`config.mk`:
```
export PLATFORM = sky130hd
export DESIGN_NAME = instr_fetch_unit_flat
export DESIGN_NICKNAME = d
export VERILOG_FILES = /design/src/rtl/cpu_pkg.sv /design/src/rtl/fetch_if.sv /design/src/rtl/instr_fetch_unit.sv /design/src/flat_wrapper.sv
export SDC_FILE = /design/constraint.sdc
export NUM_CORES = 1
export LEC_CHECK = 0
export ABC_AREA = 1
export CAP_MARGIN = 20
export CORE_MARGIN = 2
export CORE_UTILIZATION = 45
export CTS_BUF_LIST = sky130_fd_sc_hd__clkbuf_4 sky130_fd_sc_hd__clkbuf_8 sky130_fd_sc_hd__clkbuf_16
export DETAILED_ROUTE_END_ITERATION = 6
export HOLD_SLACK_MARGIN = 0.03
export PLACE_DENSITY = 0.85
export SYNTH_ARGS = -nofsm -noshare
export SYNTH_HDL_FRONTEND = slang
export SYNTH_SLANG_ARGS = --single-unit
```
`constraint.sdc`:
```
create_clock -name clk -period 1.9 [get_ports clk]
set_input_delay 0.285 -clock clk [delete_from_list [all_inputs] [get_ports clk]]
set_output_delay 0.285 -clock clk [all_outputs]
set_load 0.05 [all_outputs]
```
`src/rtl/cpu_pkg.sv`:
```
// Shared definitions for the cpu block and its instruction fetch sequencer.
// Holds the opcode constants, the fetch FSM state type and the instruction
// field slices used by the cpu decoder.
package cpu_pkg;

  localparam int INSTR_W = 16;

  localparam logic [2:0] OP_MOV  = 3'b110;
  localparam logic [2:0] OP_ALU  = 3'b101;
  localparam logic [2:0] OP_HALT = 3'b111;

  typedef enum logic [2:0] {
    IDLE,
    FETCH,
    LOAD,
    START,
    ACK,
    EXEC,
    HALTED
  } fetch_state_t;

  // Instruction layout: [15:13] opcode, [12] mode, [10:8] rd, [7:0] imm8.
  function automatic logic [2:0] instr_opcode(input logic [INSTR_W-1:0] instr);
    return instr[15:13];
  endfunction

  function automatic logic instr_mode(input logic [INSTR_W-1:0] instr);
    return instr[12];
  endfunction

  function automatic logic [2:0] instr_rd(input logic [INSTR_W-1:0] instr);
    return instr[10:8];
  endfunction

  function automatic logic [7:0] instr_imm8(input logic [INSTR_W-1:0] instr);
    return instr[7:0];
  endfunction

endpackage

```
`src/rtl/fetch_if.sv`:
```
// Bus bundle between the fetch unit, the instruction memory and the cpu.
//   mem_req/mem_addr      : read request, held until mem_rvalid
//   mem_rdata/mem_rvalid  : read response
//   in/load/s             : instruction, IR load pulse and start pulse to the cpu
//   w                     : cpu wait flag (1 = cpu idle)
// master = fetch unit side, slave = memory/cpu side.
interface fetch_if #(
  parameter int ADDR_W = 9,
  parameter int DATA_W = 16
);
  logic              mem_req;
  logic [ADDR_W-1:0] mem_addr;
  logic [DATA_W-1:0] mem_rdata;
  logic              mem_rvalid;
  logic [DATA_W-1:0] in;
  logic              load;
  logic              s;
  logic              w;

  modport master (
    output mem_req, mem_addr, in, load, s,
    input  mem_rdata, mem_rvalid, w
  );

  modport slave (
    input  mem_req, mem_addr, in, load, s,
    output mem_rdata, mem_rvalid, w
  );
endinterface

```
`src/rtl/instr_fetch_unit.sv`:
```
// Instruction fetch sequencer for the cpu block. Reads a word at pc, hands it
// to the cpu with a load pulse, starts it with an s pulse, waits for the cpu
// to leave and re-enter its wait state, then advances pc and counts the
// retired instruction. A HALT opcode parks the unit until reset.
// Ports:
//   clk, reset : clock, asynchronous active-high reset
//   go         : level run enable (sampled in IDLE and at EXEC exit)
//   bus        : memory request/response and cpu in/load/s/w (fetch_if.master)
//   pc         : address of the current / next instruction
//   halted     : sticky HALT indication
//   busy       : high in every state except IDLE and HALTED
//   retired    : saturating count of completed instructions
module instr_fetch_unit
  import cpu_pkg::*;
#(
  parameter int              ADDR_W   = 9,
  parameter int              DATA_W   = 16,
  parameter logic [ADDR_W-1:0] RESET_PC = '0
) (
  input  logic              clk,
  input  logic              reset,
  input  logic              go,
  fetch_if.master           bus,
  output logic [ADDR_W-1:0] pc,
  output logic              halted,
  output logic              busy,
  output logic [15:0]       retired
);

  fetch_state_t      state_q, state_d;
  logic [ADDR_W-1:0] pc_q;
  logic [DATA_W-1:0] in_q;
  logic [15:0]       retired_q;

  logic is_halt;
  logic accept;
  logic retire;

  assign is_halt = (instr_opcode(bus.mem_rdata) == OP_HALT);
  // rvalid is only meaningful while requesting, so it is qualified by FETCH.
  assign accept  = (state_q == FETCH) && bus.mem_rvalid && !is_halt;
  assign retire  = (state_q == EXEC) && bus.w;

  always_ff @(posedge clk or posedge reset) begin
    if (reset) begin
      state_q   <= IDLE;
      pc_q      <= RESET_PC;
      in_q      <= '0;
      retired_q <= '0;
    end else begin
      state_q <= state_d;
      if (accept) in_q <= bus.mem_rdata;
      if (retire) begin
        pc_q <= pc_q + 1'b1;
        if (retired_q != 16'hFFFF) retired_q <= retired_q + 16'd1;
      end
    end
  end

  always_comb begin
    state_d = state_q;
    unique case (state_q)
      IDLE:    if (go) state_d = FETCH;
      FETCH:   if (bus.mem_rvalid) state_d = is_halt ? HALTED : LOAD;
      LOAD:    if (bus.w) state_d = START;
      START:   state_d = ACK;
      ACK:     if (!bus.w) state_d = EXEC;
      EXEC:    if (bus.w) state_d = go ? FETCH : IDLE;
      HALTED:  state_d = HALTED;
      default: state_d = IDLE;
    endcase
  end

  // Outputs decode from the registered state, so an async reset drops
  // mem_req, load and s in the same cycle.
  always_comb begin
    bus.mem_req  = (state_q == FETCH);
    bus.mem_addr = pc_q;
    bus.in       = in_q;
    bus.load     = (state_q == LOAD) && bus.w;
    bus.s        = (state_q == START);
    halted       = (state_q == HALTED);
    busy         = (state_q != IDLE) && (state_q != HALTED);
    pc           = pc_q;
    retired      = retired_q;
  end

endmodule

```
`src/flat_wrapper.sv`:
```
// flat-port wrapper written by rule: the top's interface ports become plain ports
module instr_fetch_unit_flat import cpu_pkg::*;
#(
  parameter int              ADDR_W   = 9,
  parameter int              DATA_W   = 16,
  parameter logic [ADDR_W-1:0] RESET_PC = '0
)
  (clk, reset, go, pc, halted, busy, retired, bus_mem_req, bus_mem_addr, bus_in, bus_load, bus_s, bus_mem_rdata, bus_mem_rvalid, bus_w);
  fetch_if #(.ADDR_W(ADDR_W), .DATA_W(DATA_W)) bus_i ();
  input  logic clk;
  input  logic reset;
  input  logic go;
  output logic [ADDR_W-1:0] pc;
  output logic halted;
  output logic busy;
  output logic [15:0] retired;
  output wire logic [$bits(bus_i.mem_req)-1:0] bus_mem_req;
  output wire logic [$bits(bus_i.mem_addr)-1:0] bus_mem_addr;
  output wire logic [$bits(bus_i.in)-1:0] bus_in;
  output wire logic [$bits(bus_i.load)-1:0] bus_load;
  output wire logic [$bits(bus_i.s)-1:0] bus_s;
  input wire logic [$bits(bus_i.mem_rdata)-1:0] bus_mem_rdata;
  input wire logic [$bits(bus_i.mem_rvalid)-1:0] bus_mem_rvalid;
  input wire logic [$bits(bus_i.w)-1:0] bus_w;
  assign bus_mem_req = bus_i.mem_req;
  assign bus_mem_addr = bus_i.mem_addr;
  assign bus_in = bus_i.in;
  assign bus_load = bus_i.load;
  assign bus_s = bus_i.s;
  assign bus_i.mem_rdata = bus_mem_rdata;
  assign bus_i.mem_rvalid = bus_mem_rvalid;
  assign bus_i.w = bus_w;
  instr_fetch_unit #(.ADDR_W(ADDR_W), .DATA_W(DATA_W), .RESET_PC(RESET_PC)) u_core (.clk(clk), .reset(reset), .go(go), .bus(bus_i), .pc(pc), .halted(halted), .busy(busy), .retired(retired));
endmodule
```
# Word level (Yosys, flattened, before mapping)
# Cells that the tools add are included.
# totals
wordCells	38
register_bits	44
in_bits	21
output_inout_bits	55
# classes
muxes	8
n_eq_ne	14
addsub	2
n_reduce_logical	10
# ops
op	count
$pmux W3 S7	1
$mux W3	6
$add A16 B1 Y16 const B	1
$ne A16 B16 Y1 const B	1
$eq A3 B3 Y1 const B	4
$add A9 B1 Y9 const B	1
$ne A2 B2 Y1 const B	4
$eq A3 B2 Y1 const B	2
$logic_and A1 B1 Y1	5
$reduce_and A5 Y1	1
$eq A3 B1 Y1 const B	1
$logic_not A3 Y1	1
$ne A3 B3 Y1 const B	1
$reduce_bool A3 Y1	1
$ne A2 B1 Y1 const B	1
$reduce_and A2 Y1	1
$logic_not A1 Y1	1
$mux W1	1

# Depth between registers and ports, before layout
# logic_depth
depth_word	4
ltp_mapped	10
ltp_nobuf	9

# Least setup slack after synthesis
# OpenSTA, ideal clock, no wires.
# synth_timing
path_type	reg-to-output
from	register u_core.state_q[0]
to	output port busy
required_ns	1.615
slack_ns	-0.034
path_buffers	1
arrival_ns	1.649
stages_incl_launch_ff	4
path_cell_list	dfrtp_1 buf_2 nor2_1 nor2_1
# synth_between
elab_chain_len	2
elab_cells_between_ends	3
cone_classes	1 x eq/ne; 2 x reduce/logical
# synth_lines
element	line_no	text
start: declaration	instr_fetch_unit.sv:30	fetch_state_t state_q, state_d;
start signal: assignment	instr_fetch_unit.sv:51	state_q <= state_d;
$ne A3 B3 Y1 / $reduce_bool A3 Y1 (equally long branches)	instr_fetch_unit.sv:83	busy = (state_q != IDLE) && (state_q != HALTED);
$logic_and A1 B1 Y1 *	instr_fetch_unit.sv:83	
end: declaration	flat_wrapper.sv:15	output logic busy;
# Mark *: on every way between the ends. The rest lies on a longest branch, timed or not.

# Worst setup path after layout
# layout_timing
from	register u_core.retired_q[9], in the netlist u_core.retired[9]
to	output port retired[9]
# layout_lines
element	line_no	text
start: declaration	instr_fetch_unit.sv:33	logic [15:0] retired_q;
start signal: assignment	instr_fetch_unit.sv:55	if (retired_q != 16'hFFFF) retired_q <= retired_q + 16'd1;
end: declaration	flat_wrapper.sv:16	output logic [15:0] retired;
# No word-level cell between the ends.

==> reports/results.txt <==
Total Nets Final -> 413
Crit-path slowest cell -> clkdlybuf4s50_1
Fin crit share -> 98.1%
Max-cap violations -> 0
Crit path kind -> flip-flop to output port
Cells after Synth -> 319
CTS root buf -> clkbuf_8
Final hold vios -> 0
Main area contributors after synthesis -> dfrtp_1 45%, nand2_1 17%, inv_1 5.9%, nor2_1 5.6%, o21ai_0 4.3%
Fin. max-slew vios -> 0
Clock Skew -> 0.00843 ns
Detailed Routing Iterations Pass 1 -> 4
Endpoints failing setup -> 0
Fin Hold WS -> 0.314 ns
Hold_buf cts -> 0
WP data arrival -> 1.58 ns
Via density -> 4.87
Worst Path Buf+Inv -> 1
Distinct cells, synth -> 27
Startpoint Class -> flip-flop
Io pins -> 76
Seq/Total Area, Yosys -> 45.4%
ANT nets after route -> 0
Ys flop type -> dfrtp_1
Power Density -> 1530 mW/mm2
CP Capture Type -> output port
Largest net degree at the start of global routing -> 45
Vias in the first global route -> 2150
Die Ht -> 77.4 um
Clk_lat worst skew -> 0.30 ns
Fraction of layout cells with a size suffix above 1 -> 10.7%
Clock Tree Buf Depth -> 2
Mean post-synth cell area -> 7.60 um2
Critical Path Max Stage Delay -> 0.84 ns
Number of fill cells in the layout -> 444
Pleak -> 1.74 nW
Post-synth EDFFs -> 0
Multi-input gate area -> 0.00108 mm2
TritonCTS clock tree -> built
Worst EP required -> 1.62 ns
RD Place Congestion -> 0.885
Dpl hpwl -> 3980 um
Crit path max-delay family -> buffers and inverters
First-pass GRT wire length -> 9150 um
Drt initial violations -> 123
RSZ-0062 raised after global routing -> no
Most common cell in the netlist -> nand2_1
RR Startpoint -> u_core.retired[1]
Num CTS Buffers -> 5
Drc violations -> 0
Mapped Area -> 0.00242 mm2
Clock sinks -> 44
Synth Warn # -> 0
FP Rows -> 26
Area of the core -> 0.00514 mm2
FF+latch area -> 0.00110 mm2
Initial Util -> 47.2%
Setup_tns -> 0 ns
R2R cell count -> 6
Cell accounting for the most synthesized area -> dfrtp_1
IO buf count -> 75
Initial antenna violation count -> 0
Worst path depth -> 1
H-tree level count -> 2
Status -> complete, no violations
Ys async rst share -> 100%
Fin crit period -> 1.86 ns
Crit Path Max Fanout -> 5
WL final -> 5230 um
Top cell type's share of synthesized area -> 45.4%
N_diodes -> 0
Synth-to-Final Area Change -> 39.6%
GR Overflow Total -> 0
Worst path cell trace -> clkdlybuf4s50_1
Slew headroom -> 64.7%
Via count -> 2244
Die W -> 77.4 um
Worst-Margin Slew -> 0.527 ns
Worst vdd ir -> 1.10 mV
#FFs+latches synth -> 44
Syn_nets -> 342
Fmax -> 537 MHz
R2R Setup Slk -> 0.22 ns
Clock slew at reported path FFs -> 0.09 ns
Hold Crit Class -> input pin to async pin
Die Area -> 0.00599 mm2
Routed WL per cell -> 11.4 um
R2r endpoint -> u_core.retired[2]
All-Layer GR Usage -> 18.8%
Post-synth top cells -> 111 x nand2_1, 44 x dfrtp_1, 38 x inv_1
-- layout by cell type (no fill, tap or decap), types with 2 or more instances in the layout --
| master | netlist | routed |
|---|---|---|
| xnor2_1 | 7 | 7 |
| nand3_1 | 11 | 11 |
| nand3b_1 | 2 | 2 |
| o21ai_2 | 4 | 4 |
| nor2_4 | 4 | 4 |
| clkdlybuf4s50_1 | 0 | 55 |
| dlymetal6s2s_1 | 0 | 8 |
| nor2_1 | 36 | 35 |
| buf_4 | 9 | 9 |
| dfrtp_1 | 44 | 44 |
| buf_12 | 0 | 6 |
| clkbuf_8 | 0 | 6 |
| nand2_2 | 5 | 5 |
| inv_1 | 38 | 37 |
| nand4_1 | 5 | 5 |
| ha_1 | 2 | 2 |
| nand2_1 | 111 | 111 |
| o21ai_0 | 21 | 21 |
| xor2_1 | 5 | 5 |
-- kinds of logic (layout without fill, tap and decap cells) --
logic type	Yosys count	after routing	share of synthesized area (%)
AO/OA/AOI/OAI	27	27	6.40
AND/OR/NAND/NOR	180	180	32.5
flip-flops	44	44	45.4
XOR/XNOR	12	12	4.34
buffers and inverters	54	126	10.3
adder cells (fa/ha/maj)	2	2	1.03
-- layer usage --
metal  routed length, um  part of all wire [%]  GRT usage, %  up-vias
met1                2300                    44          22.8     1046
met4                  76                   1.5          6.61        0
li1                    -                     -             -     1118
met5                   0                     0             0        -
met2                2520                    48          32.3       70
met3                 330                   6.3          4.88       10
-- per-stage QoR --
| step | util [%] | power [mW] | std cells | worst slack, ns | area [um2] |
|---|---|---|---|---|---|
| after floorplan | - | 3.49 | 319 | 0.00967 | 2430 |
| after global placement | 62.9 | 4.40 | 453 | 0.196 | 3230 |
| after detailed placement | 62.9 | 4.45 | 453 | 0.128 | 3230 |
| after CTS | 65.3 | 5.23 | 461 | 0.0194 | 3360 |
| after global routing | 65.8 | 5.48 | 461 | 0.000959 | 3380 |
| final | 65.8 | 5.19 | 461 | 0.0361 | 3380 |
-- flip-flops by register name, indices dropped and copies added, names as in the netlist --
register,cells
u_core.retired,16
u_core.bus.mem_addr,9
u_core.state_q,3
u_core.bus.in,16
-- report_power, final --
part / total [mW] / internal (mW) / switching (mW)
Sequential: 1.54 / 1.23 / 0.305
Combinational: 2.90 / 0.976 / 1.92
Clock: 0.754 / 0.430 / 0.324
-- repair_timing --
| action | 4_1_cts | 5_1_grt |
|---|---|---|
| setup endpoints to repair | 0 | 18 |
| resized for setup | 0 | 9 |
| buffers inserted | 0 | 0 |
-- worst max-delay path by stage --
stage                           startpoint                      to
CTS                 u_core.bus.mem_addr[0]         bus_mem_addr[0]
finish                   u_core.retired[9]              retired[9]
floorplan                u_core.retired[0]       u_core.retired[0]
detailed placement                   bus_w  u_core.bus.mem_addr[6]
global placement                     bus_w  u_core.bus.mem_addr[6]
global route             u_core.retired[5]              retired[5]
-- final cells by class --
cell class	instances	area share, %
multi-input cells	221	32.0
inverters	40	4.51
clock buffers	6	2.44
flip-flops and latches	44	32.5
clock inverters	2	1.15
repair buffers	78	24.8
well taps	70	2.59
Note: power is estimated with default switching activity, not from simulation.
==> edit 1: new RTL, same settings <==
`ADDR_W` is set to 9 in 3 places; all go to 8.
--- a/src/rtl/fetch_if.sv
+++ b/src/rtl/fetch_if.sv
@@ -5,7 +5,7 @@
 //   w                     : cpu wait flag (1 = cpu idle)
 // master = fetch unit side, slave = memory/cpu side.
 interface fetch_if #(
-  parameter int ADDR_W = 9,
+  parameter int ADDR_W = 8,
   parameter int DATA_W = 16
 );
   logic              mem_req;
--- a/src/rtl/instr_fetch_unit.sv
+++ b/src/rtl/instr_fetch_unit.sv
@@ -13,7 +13,7 @@
 module instr_fetch_unit
   import cpu_pkg::*;
 #(
-  parameter int              ADDR_W   = 9,
+  parameter int              ADDR_W   = 8,
   parameter int              DATA_W   = 16,
   parameter logic [ADDR_W-1:0] RESET_PC = '0
 ) (
--- a/src/flat_wrapper.sv
+++ b/src/flat_wrapper.sv
@@ -1,7 +1,7 @@
 // flat-port wrapper written by rule: the top's interface ports become plain ports
 module instr_fetch_unit_flat import cpu_pkg::*;
 #(
-  parameter int              ADDR_W   = 9,
+  parameter int              ADDR_W   = 8,
   parameter int              DATA_W   = 16,
   parameter logic [ADDR_W-1:0] RESET_PC = '0
 )
Interface: changed (resized bus_mem_addr and pc); port bits go from 76 to 74. No check against the original RTL was run, so the function may have changed too.
==> edit 1 against the unedited design <==
Routed wire length is 12% higher; design area fell by 1.2%; combinational power is 7% lower; synthesized area is 1.0% higher; sequential cell count decreased by 1; count of clock-buffer cells in the layout is the same; setup slack improved by 0.0035 ns; final cell count down 0.65%; synthesized cell count shrank 0.31%; power is 4.8% lower.
==> edit 1: results (changes against the unedited design) <==
vias in the first global route=2177 (+1.3%); origin of the worst setup path=u_core.retired[14]; Tot GR Track Use=20.06% (+1.3 points); port bufs=73 (-2.7%); dominant cells by area after synthesis=dfrtp_1 (44%), nand2_1 (16%), inv_1 (6.3%), o21ai_1 (4.3%), nor2_1 (3.8%); Final Net Count=410 (-0.73%); top cells by count, synth=nand2_1 (105), dfrtp_1 (43), inv_1 (41); first-pass GRT wire length=9956 µm (+8.8%); Internal=2.517 mW (-4.6%); layout cells sized above 1=12.89% (+2.1 points); fillers=404 (-9.0%); Seq/Total Area, Yosys=43.94% (-1.5 points); gpl congestion=0.8817 (-0.36%); DRT iter0 DRCs=153 (+24%); Worst slew margin=53.75% (-11 points); status=complete, no violations; vias=2278 (+1.5%); DP Wirelength=4262 µm (+7.1%); largest net degree at the start of global routing=33 (-27%); Yosys cell types=31 (+15%); Peak VDD IR=0.001061 V (-3.2%); wire per inst=12.76 µm (+12%); Crit Path Max Fanout=6 (+1); syn nets=341 (-0.29%); post-route clock skew=0.01068 ns (+0.002243 ns)
-- edit 1: changes by cell type after synthesis, moves of 5 or more --
cell / delta
o21ai_1: +21
o21ai_0: -15
nor2_1: -11
nand2_1: -6
nand3_1: +6
nand2_4: +5
-- edit 1: path summary, 6_finish.rpt --
| kind | to | slack (ns) | cells after the start |
|---|---|---|---|
| min in group clk | u_core.bus.in[2] | 0.50 | 2 |
| worst min register to register | u_core.bus.in[2] | 0.50 | 2 |
| worst max-delay path | retired[14] | 0.04 | 1 |
| max in group asynchronous | u_core.retired[10] | 0.97 | 3 |
| worst min-delay path | u_core.bus.in[2] | 0.32 | 2 |
| worst max register to register | u_core.retired[6] | 0.27 | 9 |
-- edit 1: timing repair --
item,CTS,global route
resized for setup,0,10
buffers inserted,0,0
endpoints found under the setup margin,0,25
-- edit 1: final cells by class --
class / instances / area share (%)
multi-input combinational: 217 / 33.23
sequential: 43 / 32.19
timing repair buffer: 76 / 23.50
inverter: 44 / 4.940
tap: 70 / 2.620
clock buffer: 6 / 2.470
clock inverter: 2 / 1.048
-- edit 1: cells by family after synthesis --
| family | share of synthesized area [%] |
|---|---|
| fa+ha+maj | 1.022 |
| simple gates | 34.75 |
| compound gates | 6.592 |
| flops | 43.94 |
| xor+xnor | 2.504 |
| buf+inv | 11.19 |
-- edit 1: metrics by stage --
step	std cells	power, mW	area [µm²]	util [%]	setup slack, ns
floorplan	318	3.349	2451	-	0.1122
global placement	450	4.141	3196	61.78	0.1273
detailed placement	450	4.199	3196	61.78	0.06200
CTS	458	4.941	3313	64.05	0.02486
global route	458	5.213	3343	64.63	-0.01336
finish	458	4.939	3343	64.63	0.03958
-- edit 1: routing by layer --
metal	up-vias	wire, µm	track usage [%]
met2	53	3105	35.69
met5	-	0	0
met4	0	123	6.786
met3	10	202	3.256
li1	1126	-	-
met1	1089	2414	24.51
-- edit 1: power groups by stage --
| stage | clock, mW | combinational, mW | sequential, mW |
|---|---|---|---|
| 3_3_place_gp | 0 | 2.65 | 1.49 |
| 4_1_cts | 0.742 | 2.71 | 1.49 |
| 3_5_place_dp | 0 | 2.70 | 1.50 |
| 2_1_floorplan | 0 | 1.10 | 2.25 |
| 6_report | 0.732 | 2.71 | 1.49 |
| 5_1_grt | 0.784 | 2.89 | 1.54 |
==> edit 2: new RTL, same settings <==
Without the edit above. Re-encode `fetch_state_t` (7 states) as one-hot, 7 bits wide.
--- a/src/rtl/cpu_pkg.sv
+++ b/src/rtl/cpu_pkg.sv
@@ -9,14 +9,14 @@
   localparam logic [2:0] OP_ALU  = 3'b101;
   localparam logic [2:0] OP_HALT = 3'b111;
 
-  typedef enum logic [2:0] {
-    IDLE,
-    FETCH,
-    LOAD,
-    START,
-    ACK,
-    EXEC,
-    HALTED
+  typedef enum logic [6:0] {
+    IDLE   = 7'b0000001,
+    FETCH  = 7'b0000010,
+    LOAD   = 7'b0000100,
+    START  = 7'b0001000,
+    ACK    = 7'b0010000,
+    EXEC   = 7'b0100000,
+    HALTED = 7'b1000000
   } fetch_state_t;
 
   // Instruction layout: [15:13] opcode, [12] mode, [10:8] rd, [7:0] imm8.
Check against the original RTL: no difference found for any inputs over 10 cycles, from zero or initial values and one cycle with reset high; not proved beyond that.
==> edit 2 against the unedited design <==
Routed wire length grew 6.4%; synthesized area grew 5.8%; design area grew 4.0%; synthesized cell count grew 0.63%; critical endpoint is now bus_mem_addr[1]; largest power group unchanged; setup slack gained 0.024 ns; sequential cell count grew 4; power shrank 23%.
==> edit 2: results (changes against the unedited design) <==
largest net degree at the start of global routing=33 (-27%); gpl congestion=0.8653 (-2.2%); Via density=4.746 (-2.5%); end of the worst register-to-register path=u_core.retired[13]; DRT iter0 DRCs=71 (-42%); initial antenna violation count=0 (unchanged); top cells by count, synth=nand2_1 (99), dfrtp_1 (47), inv_1 (41); layout cells sized above 1=10.69% (-0.055 points); status=complete, no violations; dominant cells by area after synthesis=dfrtp_1 (46%), nand2_1 (14%), inv_1 (6.0%), o21ai_0 (4.5%), nor2_1 (4.2%); wirelength, routed=5569 µm (+6.4%); Yosys cell types=28 (+3.7%); syn nets=344 (+0.58%); Final Net Count=415 (+0.48%); vias in the first global route=2185 (+1.6%); worst path arrival time=1.56 ns (-0.02 ns); die area=0.006319 mm² (+5.5%); first-pass GRT wire length=9425 µm (+3.0%); Worst-Margin Slew=0.5233 ns (-0.004075 ns); post-route clock skew=0.006649 ns (-0.001784 ns); origin of the worst setup path=u_core.bus.mem_addr[1]; worst setup path endpoint=bus_mem_addr[1]; DP Wirelength=4306 µm (+8.2%); Seq/Total Area, Yosys=46.88% (+1.4 points); r2r worst-path depth=8 (+2); Tot GR Track Use=18.65% (-0.11 points); worst reg-to-reg setup slack=0.25 ns (+0.03 ns); R2R Path Start=u_core.retired[0]; dpl cell area=0.003379 mm² (+4.5%)
## edit 2: changes by cell type in the layout (fill, tap and decap cells not counted), sizes merged, moves of 4 or more
cell,change
xor2,+5
nand2,-12
nor2,-9
nor3,+6
clkdlybuf4s50,-5
xnor2,+4
nand3,+4
dlymetal6s2s,+6
## edit 2: metal layers
layer  wire, µm  GRT usage (%)  vias up
met1       2358          22.81     1016
met4         91          6.724        0
met2       2816          32.61       60
met5          0              0        -
li1           -              -     1122
met3        303          3.620        9
## edit 2: power by group
part | total [mW] | internal [mW] | switching [mW]
logic | 1.96 | 0.665 | 1.30
registers | 1.39 | 1.25 | 0.140
clock network | 0.647 | 0.326 | 0.321
## edit 2: logic make-up after synthesis
family	share of synthesized area, %
buffers and inverters	10.93
adders and majority gates	0.9755
xor gates and xnor gates	7.170
and+or+nand+nor	27.95
AOI/OAI and AO/OA	6.098
DFF	46.88
## edit 2: area by class of cell
cell class / count / area (µm²) / area share (%)
multi-input cells: 216 / 1092 / 31.03
flip-flops and latches: 48 / 1202 / 34.16
inverters: 43 / 168.9 / 4.799
clock buffers: 8 / 97.59 / 2.773
repair buffers: 78 / 868.3 / 24.67
well taps: 72 / 90.09 / 2.560
## edit 2: worst min-delay path by stage
stage,from,to,slack (ns),cells past startpoint
final,reset,u_core.bus.in[7],0.30,2
after global routing,reset,u_core.bus.in[10],0.35,2
after CTS,reset,u_core.state_q[1],0.31,2
after detailed placement,u_core.retired[11],u_core.retired[11],0.52,2
after global placement,u_core.retired[0],u_core.retired[0],0.51,1
after floorplan,bus_mem_rdata[0],u_core.bus.in[0],0.41,2
## edit 2: through the flow
step                cells  util, %  setup TNS, ns  setup slack (ns)  power (mW)
detailed placement    457    61.37              0            0.2671       3.372
global route          465    63.92       -0.02377          -0.02187       4.225
floorplan             321        -              0           0.01366       2.670
finish                465    63.92              0           0.05976       4.001
global placement      457    61.37              0            0.3104       3.342
CTS                   465    63.14              0          0.009642       4.023
